===== config.mk =====
export PLATFORM = sky130hd
export DESIGN_NAME = brarb_flat
export DESIGN_NICKNAME = d
export VERILOG_FILES = /design/src/rtl/brarb_if.sv /design/src/rtl/brarb.sv /design/src/flat_wrapper.sv
export SDC_FILE = /design/constraint.sdc
export NUM_CORES = 1
export LEC_CHECK = 0
export ABC_AREA = 0
export CAP_MARGIN = 15
export CORE_ASPECT_RATIO = 0.8
export CORE_MARGIN = 2
export CORE_UTILIZATION = 38
export DETAILED_ROUTE_END_ITERATION = 12
export PLACE_DENSITY_LB_ADDON = 0.12
export SLEW_MARGIN = 10
export SYNTH_ARGS = -nofsm -noshare
export SYNTH_HDL_FRONTEND = slang
export SYNTH_SLANG_ARGS = --single-unit

===== constraint.sdc =====
create_clock -name CLOCK -period 1.8 [get_ports CLOCK]
set_input_delay 0.45 -clock CLOCK [delete_from_list [all_inputs] [get_ports CLOCK]]
set_output_delay 0.45 -clock CLOCK [all_outputs]
set_load 0.01 [all_outputs]

===== src/rtl/brarb_if.sv =====
// brarb_if: device-side and bus-side request/vector/grant signals of the BR arbiter.
// master: the arbiter's view. slave: the view of the devices and bus interface that face it.
interface brarb_if #(
    parameter int unsigned NDEV = 4
);
    logic [NDEV-1:0]   devreq;
    logic [8*NDEV-1:0] devvec;
    logic [NDEV-1:0]   devgnt;
    logic [7:0]        devgvec;
    logic              busreq;
    logic [7:0]        busvec;
    logic              busgnt;
    logic [7:0]        busgvec;

    modport master (
        input  devreq, devvec, busgnt, busgvec,
        output devgnt, devgvec, busreq, busvec
    );

    modport slave (
        output devreq, devvec, busgnt, busgvec,
        input  devgnt, devgvec, busreq, busvec
    );
endinterface


===== src/rtl/brarb.sv =====
// brarb: shares one UNIBUS BR level between up to eight interrupting devices.
// The winner and its vector are locked from request to grant, and only the winner sees the grant.
// The default build uses fixed priority, where the lowest set index wins.
// Defining BRARB_RR_EN selects round-robin priority instead. A pointer register then holds the
// index after the last granted device and advances only when a grant is delivered.
module brarb #(
    parameter int unsigned NDEV = 4
) (
    input  logic        CLOCK,
    input  logic        RESET,
    brarb_if.master     bus,
    output logic [2:0]  winner,
    output logic [15:0] grantcnt
);

    typedef enum logic [1:0] {StIdle, StReq, StDone} state_e;

    state_e          state_q;
    logic [2:0]      winner_q;
    logic [15:0]     grantcnt_q;

    logic            sel_found;
    logic [2:0]      sel_idx;
    logic [7:0]      sel_vec;
    logic [NDEV-1:0] win_onehot;
    logic            win_req;
    logic            grant_hit;

    assign winner   = winner_q;
    assign grantcnt = grantcnt_q;

`ifdef BRARB_RR_EN
    logic [2:0]         ptr_q;
    logic [2*NDEV-1:0]  req_rot;
    logic [16*NDEV-1:0] vec_rot;
    logic [3:0]         sel_sum;

    // Round-robin pick: rotate requests so the pointer sits at bit 0, take the first set bit.
    always_comb begin
        req_rot   = {bus.devreq, bus.devreq} >> ptr_q;
        vec_rot   = {bus.devvec, bus.devvec} >> {ptr_q, 3'b000};
        sel_found = 1'b0;
        sel_idx   = '0;
        sel_vec   = '0;
        sel_sum   = '0;
        for (int k = 0; k < NDEV; k++) begin
            if (!sel_found && req_rot[k]) begin
                sel_found = 1'b1;
                sel_sum   = {1'b0, ptr_q} + 4'(k);
                if (sel_sum >= 4'(NDEV)) begin
                    sel_sum = sel_sum - 4'(NDEV);
                end
                sel_idx   = sel_sum[2:0];
                sel_vec   = vec_rot[8*k +: 8];
            end
        end
    end
`else
    // Fixed-priority pick: the lowest set request index wins.
    always_comb begin
        sel_found = 1'b0;
        sel_idx   = '0;
        sel_vec   = '0;
        for (int k = 0; k < NDEV; k++) begin
            if (!sel_found && bus.devreq[k]) begin
                sel_found = 1'b1;
                sel_idx   = 3'(k);
                sel_vec   = bus.devvec[8*k +: 8];
            end
        end
    end
`endif

    // One-hot of the locked winner, used for grant routing and withdrawal detection.
    always_comb begin
        win_onehot = '0;
        for (int i = 0; i < NDEV; i++) begin
            win_onehot[i] = (winner_q == 3'(i));
        end
    end

    assign win_req   = |(bus.devreq & win_onehot);
    assign grant_hit = bus.busgnt && (bus.busgvec == bus.busvec);

    // Arbiter FSM with all outputs registered; a matching grant beats a same-cycle withdrawal.
    always_ff @(posedge CLOCK) begin
        if (RESET) begin
            state_q     <= StIdle;
            bus.busreq  <= 1'b0;
            bus.busvec  <= '0;
            bus.devgnt  <= '0;
            bus.devgvec <= '0;
            winner_q    <= '0;
            grantcnt_q  <= '0;
`ifdef BRARB_RR_EN
            ptr_q       <= '0;
`endif
        end else begin
            bus.devgnt <= '0;
            unique case (state_q)
                StIdle: begin
                    if (sel_found) begin
                        winner_q   <= sel_idx;
                        bus.busvec <= sel_vec;
                        bus.busreq <= 1'b1;
                        state_q    <= StReq;
                    end
                end
                StReq: begin
                    if (grant_hit) begin
                        bus.devgnt  <= win_onehot;
                        bus.devgvec <= bus.busgvec;
                        bus.busreq  <= 1'b0;
                        grantcnt_q  <= grantcnt_q + 16'd1;
`ifdef BRARB_RR_EN
                        ptr_q       <= (winner_q == 3'(NDEV - 1)) ? 3'd0 : winner_q + 3'd1;
`endif
                        state_q     <= StDone;
                    end else if (!win_req) begin
                        bus.busreq <= 1'b0;
                        state_q    <= StIdle;
                    end
                end
                StDone: begin
                    state_q <= StIdle;
                end
                default: begin
                    state_q <= StIdle;
                end
            endcase
        end
    end

endmodule


===== src/flat_wrapper.sv =====
// flat-port wrapper written by rule: the top's interface ports become plain ports
module brarb_flat 
#(
    parameter int unsigned NDEV = 4
)
  (CLOCK, RESET, winner, grantcnt, bus_devreq, bus_devvec, bus_busgnt, bus_busgvec, bus_devgnt, bus_devgvec, bus_busreq, bus_busvec);
  brarb_if #(.NDEV(NDEV)) bus_i ();
  input  logic CLOCK;
  input  logic RESET;
  output logic [2:0] winner;
  output logic [15:0] grantcnt;
  input wire logic [$bits(bus_i.devreq)-1:0] bus_devreq;
  input wire logic [$bits(bus_i.devvec)-1:0] bus_devvec;
  input wire logic [$bits(bus_i.busgnt)-1:0] bus_busgnt;
  input wire logic [$bits(bus_i.busgvec)-1:0] bus_busgvec;
  output wire logic [$bits(bus_i.devgnt)-1:0] bus_devgnt;
  output wire logic [$bits(bus_i.devgvec)-1:0] bus_devgvec;
  output wire logic [$bits(bus_i.busreq)-1:0] bus_busreq;
  output wire logic [$bits(bus_i.busvec)-1:0] bus_busvec;
  assign bus_i.devreq = bus_devreq;
  assign bus_i.devvec = bus_devvec;
  assign bus_i.busgnt = bus_busgnt;
  assign bus_i.busgvec = bus_busgvec;
  assign bus_devgnt = bus_i.devgnt;
  assign bus_devgvec = bus_i.devgvec;
  assign bus_busreq = bus_i.busreq;
  assign bus_busvec = bus_i.busvec;
  brarb #(.NDEV(NDEV)) u_core (.CLOCK(CLOCK), .RESET(RESET), .bus(bus_i), .winner(winner), .grantcnt(grantcnt));
endmodule

# --- Yosys cells after proc, flatten, opt, wreduce, memory -nomap -nowiden ---
# Index checks and enable logic that the tools add are counted.
totals:
  register_bits: 42
  input_bits: 47
  output_inout_bits: 40
  wordCells: 53
classes:
  addsub: 1
  eq_ne: 7
  mux: 19
  bitwise: 3
  n_reduce_logical: 16
op_table:
  columns: ["operator", "n"]
  rows:
  - ["8-bit 2-to-1 mux", 4]
  - ["16-bit by 1-bit adder with 16-bit output (second input constant)", 1]
  - ["2-bit 2-to-1 mux", 5]
  - ["8-bit == test", 1]
  - ["1-bit 2-to-1 mux", 8]
  - ["3-bit by 2-bit == test with 1-bit output (second input constant)", 2]
  - ["2-bit AND reduction", 3]
  - ["4-bit AND", 1]
  - ["1-bit logical AND", 4]
  - ["2-bit one-hot mux with 2 select lines", 1]
  - ["4-bit OR reduction", 1]
  - ["3-bit by 1-bit == test with 1-bit output (second input constant)", 1]
  - ["1-bit zero test", 3]
  - ["3-bit zero test", 1]
  - ["3-bit inequality test (second input constant)", 1]
  - ["3-bit AND reduction", 1]
  - ["3-bit OR reduction", 1]
  - ["2-bit by 1-bit == test with 1-bit output (second input constant)", 1]
  - ["2-bit zero test", 1]
  - ["2-bit by 1-bit inequality test with 1-bit output (second input constant)", 1]
  - ["1-bit inverter", 2]
  - ["1-bit one-hot mux with 2 select lines", 1]
  - ["2-bit nonzero test", 1]

# --- Logic depth before layout (Yosys ltp) ---
depth:
  ltp_word: 12
  ltp_mapped: 6
  depth_no_buf: 6

# --- Least setup slack after synthesis ---
# Ideal clock, no wire load.
synth_path:
  path_type: "input to register"
  from: "input port bus_busgvec[7]"
  to: "register u_core.grantcnt_q[7] (netlist: u_core.grantcnt[7])"
  setup_ps: 70
  arrival_time_ps: 1772
  required_time_ps: 1730
  setup_slack_ps: -42
  stages: 5
  n_path_buf: 0
  path_cell_list: "xor2_1 -> nor4_4 -> nand4_2 -> or4_1 -> a21oi_1"
synth_between:
  elab_chain_len: 3
synth_rtl:
  columns: ["item", "line_no", "text"]
  rows:
  - ["start: declaration", "flat_wrapper.sv:15", "input wire logic [$bits(bus_i.busgvec)-1:0] bus_busgvec;"]
  - ["8-bit == test", "brarb.sv:83", "assign grant_hit = bus.busgnt && (bus.busgvec == bus.busvec);"]
  - ["1-bit logical AND", "brarb.sv:83", null]
  - ["2-bit AND reduction (no line)", null, null]
  - ["end signal: assignment", "brarb.sv:114", "grantcnt_q <= grantcnt_q + 16'd1;"]
  - ["end: declaration", "brarb.sv:20", "logic [15:0] grantcnt_q;"]
# No other way between the ends.
# A chain may end at the register's enable or synchronous reset.

# --- Worst setup path in the final report ---
layout_path:
  from: "register u_core.bus.busvec[6]"
  to: "register u_core.grantcnt_q[7] (netlist: u_core.grantcnt[7])"
layout_between:
  elab_chain_len: 3
layout_rtl:
  columns: ["item", "line_no", "text"]
  rows:
  - ["start: declaration", "brarb_if.sv:17", "output devgnt, devgvec, busreq, busvec"]
  - ["start signal: assignment", "brarb.sv:104", "bus.busvec <= sel_vec;"]
  - ["8-bit == test", "brarb.sv:83", null]
  - ["1-bit logical AND", "brarb.sv:83", null]
  - ["2-bit AND reduction (no line)", null, null]
# No other way between the ends.

==> impl_metrics.ini <==
[outcome]
run_status = finished with violations
violations = setup timing

[worst_setup_path]
worst_path_max_delay_cell = sky130_fd_sc_hd__or4_1
worstPathArrival_ps = 2120
critPathMaxStageDelay_ps = 390
critical_path_required_ps = 2030
worstPathCellList = xor2_2 -> nor4_4 -> buf_4 -> nand4_4 -> buf_6 -> or4_1 -> a21oi_1
cp-end-kind = flop
worstSetupPathType = flop to flop
critical_path.startpoint_type = flop
critical_path_peak_fanout = 7

[timing]
layout_worst_path_cycle_share_pct = 105
hold_viol = 0
final-max-slew-violation-count = 0
whs_ps = 443
max-slew-margin-rel_pct = 56.2
finalClockSkew_ps = 8.29
fin_crit_ps = 1890
unrepaired_setup_endpoints_after_global_routing = yes
worst_pin_slew_ps = 655
finalSetupViolCount = 6
max_clock_freq_ghz = 0.529
final_critical_path_setup_slack_ps = -89.8

[synthesis]
synthArstFlopShare_pct = 0
synth_area_sq_mm = 0.00197
synth_ff_type = sky130_fd_sc_hd__dfxtp_1
yosys_register_bits = 41
synth_top_area_share_pct = 41.6
synth_seq_area_share_pct = 41.6
unique_masters_post_synth = 35
synth_top_cells_by_area = sky130_fd_sc_hd__dfxtp_1, sky130_fd_sc_hd__nor2_1, sky130_fd_sc_hd__mux2i_1
number_of_synthesized_flops_with_an_enable_pin = 0
mean_instance_size_in_the_synthesized_netlist_sq_um = 8.70
ys.warnings.count = 0
syn_nets = 275
synth_most_common_cell = sky130_fd_sc_hd__dfxtp_1
synth.largest_area_cell = sky130_fd_sc_hd__dfxtp_1
netlist_instances = 227
synth.cells.most_frequent = sky130_fd_sc_hd__dfxtp_1, sky130_fd_sc_hd__nor2_1, sky130_fd_sc_hd__a21oi_1

[floorplan]
rows = 23
die-height_microns = 68.5
floorplan.initialDensity_pct = 39.4
placeableCoreArea_sq_mm = 0.00501
die-width_microns = 84.6
die_area_sq_mm = 0.00579
ioPinCount = 87

[finish]
post_layout_instance_area_sq_mm = 0.00347
area.growth.synth_to_final_pct = 76.0
final-instance-count-excl-fill = 413
layout.nets = 398
post_route_cells_drive_above_1_share_pct = 26.5
antenna_cells = 0
layout.filler_cells = 432
finish.utilization_pct = 69.4

[detailed_routing]
detail-route-antenna-nets = 0
detail_route.wl_per_cell_microns = 14.6
totalWireLength_microns = 6040
firstDrtPassIters = 4
drt_drc_violations_left = 0
total_number_of_vias = 2144
drt_first_iter_violations = 102
avgViaCountPerCell = 5.19

[power_and_ir_drop]
power_density_mw_per_mm2 = 629
power.leakage_nw = 1.38
irDropWorstVdd_mv = 0.414

[grt]
grt_use_total_pct = 21.5
grt_pass1_vias = 2079
grt_busiest_layer = met2
grt.met3_usage_pct = 4.58
grt_first_pass_wirelength_microns = 9810
number_of_antenna_violations_at_the_first_check_in_global_routing = 0
grt_max_degree = 36
grt_util_met2_pct = 36.2
grt_met1_use_pct = 28.1
overflow = 0

[clock_network]
cts_tree = built
insertion_delay_ps = 290
max-clock-path-buffers = 2
h-tree-depth = 2
tritoncts.num_buffers = 5
count_of_hold_buffers_inserted_by_post_cts_repair = 0
cts.root.buffer_cell = sky130_fd_sc_hd__clkbuf_8
clkSlewWorstSetupHoldPaths_ps = 80
numClockSinks = 41

[hold_path]
holdCritPathClass = primary input to flop

[placement]
postPlaceCellArea_sq_mm = 0.00310
place_hpwl_microns = 4340
place_inst = 392
dpl_worst_slack_ps = -606
globalplace.congestion = 0.782
numPortBuffers = 85

[flow_run]
cap_viol_max_count = 0
power by group:
group / internal, mW / switching, mW
Combinational: 0.304 / 0.226
Sequential: 0.950 / 0.0472
Clock: 0.347 / 0.312
critical path, delay by kind of cell (launching register included):
family,cells,cell delay (ps)
buffers and inverters,2,340
AND/OR/NAND/NOR,3,840
AO/OA/AOI/OAI,1,140
flip-flops,1,340
XOR/XNOR,1,170
path summary, 6_finish.rpt:
check	slack (ps)	startpoint	cells after the start	end
setup / recovery	-90	u_core.bus.busvec[6]	7	u_core.grantcnt[7]
hold / removal	440	bus_busgvec[6]	3	u_core.bus.devgvec[6]
setup reg to reg	-90	u_core.bus.busvec[6]	7	u_core.grantcnt[7]
hold reg to reg	500	u_core.grantcnt[15]	2	u_core.grantcnt[15]
per-stage QoR:
stage | total power [mW] | setup TNS [ps]
after CTS | 2.17 | -57.6
after global routing | 2.29 | -1900
final | 2.19 | -249
after detailed placement | 1.48 | -17990
after floorplan | 1.21 | 0
after global placement | 1.47 | -16300
state kept, by name, summed over array words and instances (netlist names):
signal and count:
u_core.bus.busreq 1, u_core.state_q 2, u_core.winner 2, u_core.bus.devgvec 8
u_core.bus.busvec 8, u_core.grantcnt 16, u_core.bus.devgnt 4
cells by family after synthesis:
group | share of synthesized area [%]
adders and majority gates | 0.634
and+or+nand+nor | 24.9
xor gates and xnor gates | 3.11
other | 0.190
DFF | 41.6
AOI/OAI and AO/OA | 20.2
muxes | 5.70
buffers and inverters | 3.74
cell type report:
class                           count  area (sq um)  share of cell area (%)
Timing Repair Buffer              129          1200                    34.7
Sequential cell                    41           833                    24.0
Clock buffer                        7          96.3                    2.77
Multi-Input combinational cell    168          1240                    35.7
Inverter                            5          18.8                   0.540
Clock inverter                      1          5.00                   0.144
Tap cell                           62          77.6                    2.23
layout by cell type (no fill, tap or decap), types with 4 or more instances in the layout:
cell,Yosys,final
sky130_fd_sc_hd__a21oi_1,15,13
sky130_fd_sc_hd__buf_6,0,4
sky130_fd_sc_hd__o21ai_1,0,5
sky130_fd_sc_hd__a211oi_1,6,6
sky130_fd_sc_hd__clkdlybuf4s50_1,0,74
sky130_fd_sc_hd__o21ai_0,14,9
sky130_fd_sc_hd__nand3_1,5,5
sky130_fd_sc_hd__a221oi_2,0,5
sky130_fd_sc_hd__dfxtp_1,41,33
sky130_fd_sc_hd__a22oi_1,8,7
sky130_fd_sc_hd__dfxtp_2,0,7
sky130_fd_sc_hd__nand2_1,10,10
sky130_fd_sc_hd__or3_1,8,8
sky130_fd_sc_hd__mux2i_1,9,9
sky130_fd_sc_hd__nor2_1,34,34
sky130_fd_sc_hd__clkbuf_8,0,7
sky130_fd_sc_hd__buf_4,1,37
sky130_fd_sc_hd__xor2_2,0,4
sky130_fd_sc_hd__inv_1,5,5
sky130_fd_sc_hd__nand4_1,5,5
per-layer routing:
metal,vias to the layer above,part of all wire [%]
li1,1083,-
met4,0,1.2
met2,53,48
met5,-,0
met1,1001,46
met3,7,4.9
repair_timing:
item | CTS | global route
buffers inserted | 4 | 8
gates resized for setup | 38 | 32
setup endpoints to repair | 37 | 30
gates cloned | 1 | 0
pin swaps | 17 | 20
No activity file was read; power rests on OpenSTA's default activity.
